===== config.mk =====
export PLATFORM = sky130hd
export DESIGN_NAME = mult_arbiter
export DESIGN_NICKNAME = d
export VERILOG_FILES = /design/src/rtl/mult_arbiter.sv
export SDC_FILE = /design/constraint.sdc
export NUM_CORES = 1
export LEC_CHECK = 0
export BUFFER_PORTS_ARGS = -buffer_cell sky130_fd_sc_hd__buf_2
export CAP_MARGIN = 5
export CORE_ASPECT_RATIO = 1.5
export CORE_MARGIN = 10
export CORE_UTILIZATION = 50
export CTS_BUF_LIST = sky130_fd_sc_hd__clkbuf_8
export DETAILED_ROUTE_END_ITERATION = 12
export GPL_ROUTABILITY_DRIVEN = 0
export PLACE_DENSITY = 0.86
export SLEW_MARGIN = 0
export SYNTH_ARGS = -nofsm -noshare
export SYNTH_HDL_FRONTEND = slang
export SYNTH_SLANG_ARGS = --single-unit

===== constraint.sdc =====
create_clock -name i_clk -period 7.6 [get_ports i_clk]
set_clock_uncertainty 0.1 [all_clocks]
set_input_delay 0.76 -clock i_clk [delete_from_list [all_inputs] [get_ports i_clk]]
set_output_delay 0.76 -clock i_clk [all_outputs]
set_load 0.03 [all_outputs]

===== src/rtl/mult_arbiter.sv =====
// Four-requester round-robin front end sharing one unsigned multiplier; 2-cycle request-to-result latency.
// Backpressure: res_ready low freezes S2, S1 holds, and grants stop once both stages are full.
module mult_arbiter #(
   parameter int W_a = 8,
   parameter int W_b = 8
) (
   input  logic                 i_clk,
   input  logic                 i_rst_n,
   input  logic [3:0]           i_req_valid,
   input  logic [4*W_a-1:0]     i_req_a,
   input  logic [4*W_b-1:0]     i_req_b,
   output logic [3:0]           o_req_ready,
   output logic                 o_res_valid,
   input  logic                 i_res_ready,
   output logic [W_a+W_b-1:0]   o_res_product,
   output logic [1:0]           o_res_id,
   output logic                 o_busy
);

   logic               r_op_valid;
   logic [W_a-1:0]     r_op_a;
   logic [W_b-1:0]     r_op_b;
   logic [1:0]         r_op_id;
   logic               r_res_valid;
   logic [W_a+W_b-1:0] r_res_product;
   logic [1:0]         r_res_id;
   logic [1:0]         r_last_grant;

   logic               w_advance;
   logic               w_s1_accept;
   logic               w_found;
   logic [1:0]         w_grant_id;
   logic [1:0]         w_idx;
   logic               w_xfer;
   logic [W_a+W_b-1:0] w_product;

   assign w_advance   = !r_res_valid || i_res_ready;
   assign w_s1_accept = !r_op_valid || w_advance;

   // Search begins one past the last granted requester; 2-bit wrap gives the mod-4 rotation.
   always_comb begin
      w_found    = 1'b0;
      w_grant_id = 2'd0;
      w_idx      = 2'd0;
      for (int k = 0; k < 4; k++) begin
         w_idx = r_last_grant + 2'(k + 1);
         if (!w_found && i_req_valid[w_idx]) begin
            w_found    = 1'b1;
            w_grant_id = w_idx;
         end
      end
   end

   // Gated by reset so no grant is shown while the block is held in reset.
   assign o_req_ready = (w_found && w_s1_accept && i_rst_n) ? (4'b0001 << w_grant_id) : 4'b0000;
   assign w_xfer      = |(i_req_valid & o_req_ready);
   assign w_product   = (W_a+W_b)'(r_op_a) * (W_a+W_b)'(r_op_b);

   always_ff @(posedge i_clk or negedge i_rst_n) begin
      if (!i_rst_n) begin
         r_op_valid   <= 1'b0;
         r_op_a       <= '0;
         r_op_b       <= '0;
         r_op_id      <= 2'd0;
         r_last_grant <= 2'd3;
      end else if (w_xfer) begin
         r_op_valid   <= 1'b1;
         r_op_a       <= i_req_a[w_grant_id*W_a +: W_a];
         r_op_b       <= i_req_b[w_grant_id*W_b +: W_b];
         r_op_id      <= w_grant_id;
         r_last_grant <= w_grant_id;
      end else if (w_advance) begin
         r_op_valid   <= 1'b0;
      end
   end

   // Product/id only reload with a real operation so an idle S2 keeps its last value.
   always_ff @(posedge i_clk or negedge i_rst_n) begin
      if (!i_rst_n) begin
         r_res_valid   <= 1'b0;
         r_res_product <= '0;
         r_res_id      <= 2'd0;
      end else if (w_advance) begin
         r_res_valid <= r_op_valid;
         if (r_op_valid) begin
            r_res_product <= w_product;
            r_res_id      <= r_op_id;
         end
      end
   end

   assign o_res_valid   = r_res_valid;
   assign o_res_product = r_res_product;
   assign o_res_id      = r_res_id;
   assign o_busy        = r_op_valid || r_res_valid;

endmodule


==> results.yml, run 1 <==
global_routing:
  grt_overflow_total: 0
  track_usage: 0.156
  grt_pass1_vias: 3689
  grt_start_max_net_pins: 42
  antenna_found_initial: 0
  grt_pass1_wl_um: 16300
worst_setup_path:
  cp_max_fo: 9
  worst_setup_path_end_kind: "flip-flop"
  required_ns: 7.66
  crit_chain: "and2_1, fa_1, fa_1, fa_1, inv_1, fa_1, inv_1, ha_1, a21oi_1, o211ai_1, a221oi_1, xor2_1, o21ai_0"
  cp.arrival_ns: 4.51
  critical-path-max-stage-delay_ns: 0.54
  start_kind: "flip-flop"
  cp_common_cell: "fa_1"
  worst_path_max_delay_cell: "fa_1"
  critPathKind: "reg -> reg"
floorplanning:
  core_area_um2: 8310
  num_rows: 41
  ios: 95
  dieArea_um2: 12600
  start_util: 0.509
  die_h_um: 133
  fp.dieW_um: 95.1
routing:
  drc: 0
  ant_nets: 0
  totalWireLength_um: 9360
  drt_iter0_drc: 101
  viasPerCell: 5.28
  routedWlPerCell_um: 15.0
  drt_first_pass_iters: 4
  num_vias: 3289
sta:
  period_share: 0.586
  grt_setup_unrepaired: "false"
  period_needed_ns: 4.45
  fmax_ghz: 0.225
  slew_headroom: 0.253
  worstMarginPinSlew_ns: 1.12
  drv_slew: 0
  finalHoldViolCount: 0
  fin_setup_tns_ns: 0
  setup_violations: 0
clock_tree:
  cts.clk_slew.worst_paths_ns: 0.08
  cts_hold_buf: 0
  cts-root-buf: "clkbuf_8"
  clock_latency_ns: 0.30
  cts_setup_buffers: 0
  cts_buffers: 5
  htree_levels: 2
  cts_tree: "done"
  cts_max_path_buffers: 2
  cts.sinks: 40
  cts_resized: 0
place:
  portBuffers: 94
  dp_hpwl_um: 7940
yosys:
  yosysSeqAreaShare: 0.237
  synth_area_leaders: "dfrtp_1, fa_1, mux2i_1"
  yosysWarnings: 0
  yosys.area.top_type_share: 0.225
  ys_ff_latch: 40
  yosysMostFrequentCell: "inv_1"
  yosys-top-cells-count: "inv_1, mux2i_1, and2_1"
  synth_top_area_cell: "dfrtp_1"
  synth_edf_count: 0
  synth_cell_types: 43
  synth_top_flop_cell: "dfrtp_1"
  syn_nets: 567
  synth_area_um2: 4230
  async_flop_share: 1.00
  netlist_instances: 424
  synth_area_per_cell_um2: 9.97
run_status:
  status: "completed"
cells_and_area:
  drive_gt1_frac: 0.256
  syn_to_final_growth_pct: 14.9
  num_antenna_cells: 0
  layout.nets: 658
run:
  max_cap_viol_count: 0
hold_path:
  hold_path.class: "reg -> reg"
[flip-flops by register name (all words and copies together), names as in the netlist]
signal,cells
o_res_valid,1
r_op_valid,1
o_res_id,2
r_op_a,8
r_last_grant,2
o_res_product,16
r_op_id,2
r_op_b,8
[final timing paths]
kind                       depth (start not counted)             start                end  slack [ns]
max reg2reg                                       13         r_op_a[2]  o_res_product[12]        3.15
min                                                2  o_res_product[4]   o_res_product[4]        0.38
min reg2reg                                        2  o_res_product[4]   o_res_product[4]        0.38
max in group asynchronous                          2           i_rst_n    r_last_grant[0]        6.61
min in group asynchronous                          2           i_rst_n  o_res_product[11]        0.40
max                                               13         r_op_a[2]  o_res_product[12]        3.15
[worst max-delay path, delay by kind of cell, from the launching register on]
| family | cells | cell delay, ns |
|---|---|---|
| compound gates | 4 | 0.77 |
| xor+xnor | 1 | 0.17 |
| fa+ha+maj | 5 | 2.46 |
| buf+inv | 2 | 0.09 |
| flops | 1 | 0.48 |
| simple gates | 1 | 0.23 |
[layout make-up]
cell class | instances | area (um^2)
fill | 716 | 3450
multi-input combinational | 320 | 2930
sequential | 40 | 1000
timing repair buffer | 96 | 485
inverter | 52 | 195
tap | 107 | 134
clock buffer | 5 | 68.8
clock inverter | 3 | 38.8
[metal layers]
layer  GRT usage  up-vias  share of wire
li1            -     1593              -
met1       0.163     1576           0.38
met2       0.289      105           0.55
met3      0.0317       15          0.049
met4      0.0568        0          0.018
met5           0        -              0
[through the flow]
stage | std cells | hold slack [ns] | worst slack [ns] | util | cell area (um^2)
after floorplan | 424 | 0.364 | 3.47 | - | 4230
after global placement | 615 | 0.359 | 3.26 | 0.572 | 4750
after detailed placement | 615 | 0.369 | 3.13 | 0.572 | 4750
after CTS | 623 | 0.387 | 3.14 | 0.584 | 4860
after global routing | 623 | 0.411 | 2.81 | 0.584 | 4860
final | 623 | 0.377 | 3.15 | 0.584 | 4860
[placed cells by master, fill, tap and decap left out, drive strengths merged, types with 2 or more instances in the layout]
master   n
nor2b    2
mux2    22
dfrtp   38
nor2    11
a211oi   2
o21ai   16
nor3b    2
ha      36
fa      36
o21a     2
inv     53
o31ai    2
a21oi   13
o211ai   7
and3     3
xnor2    2
dfstp    2
a21o     2
mux2i   48
buf     96
and2    47
nand2   40
a2111o   2
xor2     6
nand2b   6
clkbuf   5
nor3     4
[cell families after synthesis]
kind of cell    Yosys count  synth area share
fa+ha+maj                72             0.277
compound gates           53            0.0811
mux                      70             0.172
buf+inv                  64            0.0722
simple gates            117             0.144
xor+xnor                  8            0.0166
flops                    40             0.237
Power of run 1 is not shown: default switching activity piles up to over one toggle a cycle in this logic, so the estimate is an artifact.
==> run 2, diff against run 1 <==
--- a/config.mk
+++ b/config.mk
@@ -5,6 +5,7 @@
 export SDC_FILE = /design/constraint.sdc
 export NUM_CORES = 1
 export LEC_CHECK = 0
+export ABC_AREA = 1
 export BUFFER_PORTS_ARGS = -buffer_cell sky130_fd_sc_hd__buf_2
 export CAP_MARGIN = 5
 export CORE_ASPECT_RATIO = 1.5
@@ -13,7 +14,7 @@
 export CTS_BUF_LIST = sky130_fd_sc_hd__clkbuf_8
 export DETAILED_ROUTE_END_ITERATION = 12
 export GPL_ROUTABILITY_DRIVEN = 0
-export PLACE_DENSITY = 0.86
+export PLACE_DENSITY = 0.85
 export SLEW_MARGIN = 0
 export SYNTH_ARGS = -nofsm -noshare
 export SYNTH_HDL_FRONTEND = slang
==> constraint.sdc (replaced) <==
create_clock -name i_clk -period 4.5 [get_ports i_clk]
set_clock_uncertainty 0.1 [all_clocks]
set_input_delay 0.45 -clock i_clk [delete_from_list [all_inputs] [get_ports i_clk]]
set_output_delay 0.45 -clock i_clk [all_outputs]
set_load 0.03 [all_outputs]
==> run 2 against run 1 <==
Final area increased by 6.6%. Synthesized cell count increased by 61%. Final cell count increased by 39%. Critical endpoint is now o_res_product[13]. Area after synthesis increased by 9.2%. Setup slack got worse by 2.9 ns. Clock-buffer cell count unchanged. Flip-flop and latch count unchanged. Die area increased by 7.5%. Critical path depth increased by 5. Worst hold slack got worse by 0.23 ns. Fmax increased by 4.5%. Non-clock buffer count increased by 3.
==> results.yml, run 2 <==
clock_tree:
  cts_setup_buffers: 0
  cts.clk_slew.worst_paths_ns: 0.08
  cts_max_path_buffers: 2
  cts_tree: "done"
  cts-root-buf: "clkbuf_8"
  clock_latency_ns: 0.29
  cts_buffers: 5
  cts_hold_buf: 0
  cts.sinks: 40
  htree_levels: 2
worst_setup_path:
  required_ns: 4.59
  r2r_cells: 18
  worst_setup_path_end_kind: "flip-flop"
  critPathKind: "reg -> reg"
  cp_max_fo: 9
  crit_chain: "nand2_1, inv_1, fa_1, fa_1, fa_1, inv_1, fa_1, inv_1, ha_1, a21o_1, a21oi_2, o21ai_0, inv_1, nor2_1, nor2_1, nand2_1, nand3_1, nand2_1"
  start_kind: "flip-flop"
  worst_path_max_delay_cell: "fa_1"
  cp.arrival_ns: 4.35
  critical-path-max-stage-delay_ns: 0.55
cells_and_area:
  layout.nets: 898
  largest_reg_flops: 16
  final_common_cell: "nand2_1"
  num_antenna_cells: 0
  final_cell_mix: "nand2_1, inv_1, buf_2"
  fin_util: 0.580
  drive_gt1_frac: 0.176
  syn_to_final_growth_pct: 12.1
sta:
  finalHoldViolCount: 0
  setup_violations: 0
  grt_setup_unrepaired: "false"
  slew_headroom: 0.439
  worstMarginPinSlew_ns: 0.840
  period_share: 0.946
  fmax_ghz: 0.235
  period_needed_ns: 4.26
  drv_slew: 0
  fin_setup_tns_ns: 0
run_status:
  status: "completed"
yosys:
  yosysMostFrequentCell: "nand2_1"
  yosys-top-cells-count: "nand2_1, inv_1, nand3_1"
  synth_top_flop_cell: "dfrtp_1"
  yosys.area.top_type_share: 0.248
  synth_area_per_cell_um2: 6.76
  synthSimpleGateAreaFrac: 0.336
  synthMuxAreaShare: 0
  netlist_instances: 683
  yosysWarnings: 0
  syn_nets: 826
  synth_area_leaders: "nand2_1, dfrtp_1, fa_1"
  yosysSeqAreaShare: 0.217
  synth_xor_xnor_area_share: 0.0152
  ys_ff_latch: 40
  synth_cell_types: 31
  synth_area_um2: 4620
  synthAdderAreaFrac: 0.254
  synth_compound_area_frac: 0.0458
  synth_top_family_by_area: "simple AND/OR/NAND/NOR gates"
  async_flop_share: 1.00
  synth_top_area_cell: "nand2_1"
  synth_edf_count: 0
routing:
  drt_first_pass_iters: 6
  routedWlPerCell_um: 12.4
  viasPerCell: 4.88
  drc: 0
  ant_nets: 0
  drt_iter0_drc: 181
  num_vias: 4217
  totalWireLength_um: 10700
place:
  portBuffers: 94
  dp_hpwl_um: 8990
global_routing:
  grt_overflow_total: 0
  grt_util_met1: 0.179
  grt_pass1_vias: 4365
  antenna_found_initial: 0
  use_met2: 0.296
  grt_pass1_wl_um: 18900
  grt_start_max_net_pins: 41
  grt_use_met3: 0.0376
  track_usage: 0.162
  busiest_layer: "met2"
hold_path:
  hold_path.class: "in -> async"
floorplanning:
  fp.dieW_um: 98.5
  ios: 95
  die_h_um: 138
  core_area_um2: 8930
  start_util: 0.517
  dieArea_um2: 13600
  num_rows: 42
run:
  max_cap_viol_count: 0
-- run 2: changes by cell type after synthesis, moves of 5 or more --
cell | previous run | this run
and2_1 | 47 | 0
nand2b_1 | 6 | 0
inv_1 | 52 | 111
mux2_2 | 22 | 0
o21ai_0 | 16 | 21
a21oi_1 | 13 | 8
o211ai_1 | 7 | 0
clkbuf_1 | 3 | 22
nand3_1 | 0 | 42
mux2i_1 | 48 | 0
nand2_1 | 40 | 305
-- run 2: cell type report --
cell class | instances | area, um^2
multi-input cells | 495 | 3010
flip-flops and latches | 40 | 1010
clock inverters | 2 | 12.5
well taps | 110 | 138
repair buffers | 99 | 508
clock buffers | 5 | 68.8
inverters | 114 | 428
fillers | 885 | 3760
-- run 2: metal layers --
metal	part of all wire	wire (um)	vias to the layer above
li1	-	-	2185
met1	0.40	4260	1897
met2	0.52	5550	111
met3	0.054	580	24
met4	0.031	332	0
met5	0	0	-
-- run 2: cell families after synthesis --
family | count (synthesis)
xor gates and xnor gates | 8
adders and majority gates | 72
and+or+nand+nor | 379
buffers and inverters | 148
AOI/OAI and AO/OA | 36
DFF | 40
-- run 2: path summary, 6_finish.rpt --
path	start	to	slack, ns
min reg2reg	o_res_product[3]	o_res_product[3]	0.38
min	i_rst_n	o_res_product[14]	0.15
max	r_op_a[1]	o_res_product[13]	0.24
min in group i_clk	i_res_ready	o_res_valid	0.32
max reg2reg	r_op_a[1]	o_res_product[13]	0.24
max in group asynchronous	i_rst_n	r_op_b[4]	3.78
-- run 2: critical path: cells and delay by family (launching register included) --
| family | cells | cell delay, ns |
|---|---|---|
| and+or+nand+nor | 6 | 0.41 |
| adders and majority gates | 5 | 2.46 |
| AOI/OAI and AO/OA | 3 | 0.47 |
| DFF | 1 | 0.47 |
| buffers and inverters | 4 | 0.25 |
-- run 2: metrics by stage --
step | instance area [um^2] | cells | hold slack, ns | worst slack, ns
global placement | 5080 | 858 | 0.358 | 0.266
global route | 5180 | 865 | 0.182 | 0.0155
finish | 5180 | 865 | 0.147 | 0.241
floorplan | 4620 | 683 | 0.0544 | 0.314
CTS | 5160 | 865 | 0.157 | 0.136
detailed placement | 5080 | 858 | 0.363 | 0.142
-- run 2: timing repair --
action / in CTS / in global routing
hold endpoints to repair: 0 / 0
gates resized for setup: 0 / 11
setup endpoints to repair: 0 / 3
Power of run 2 is left out for the same reason.
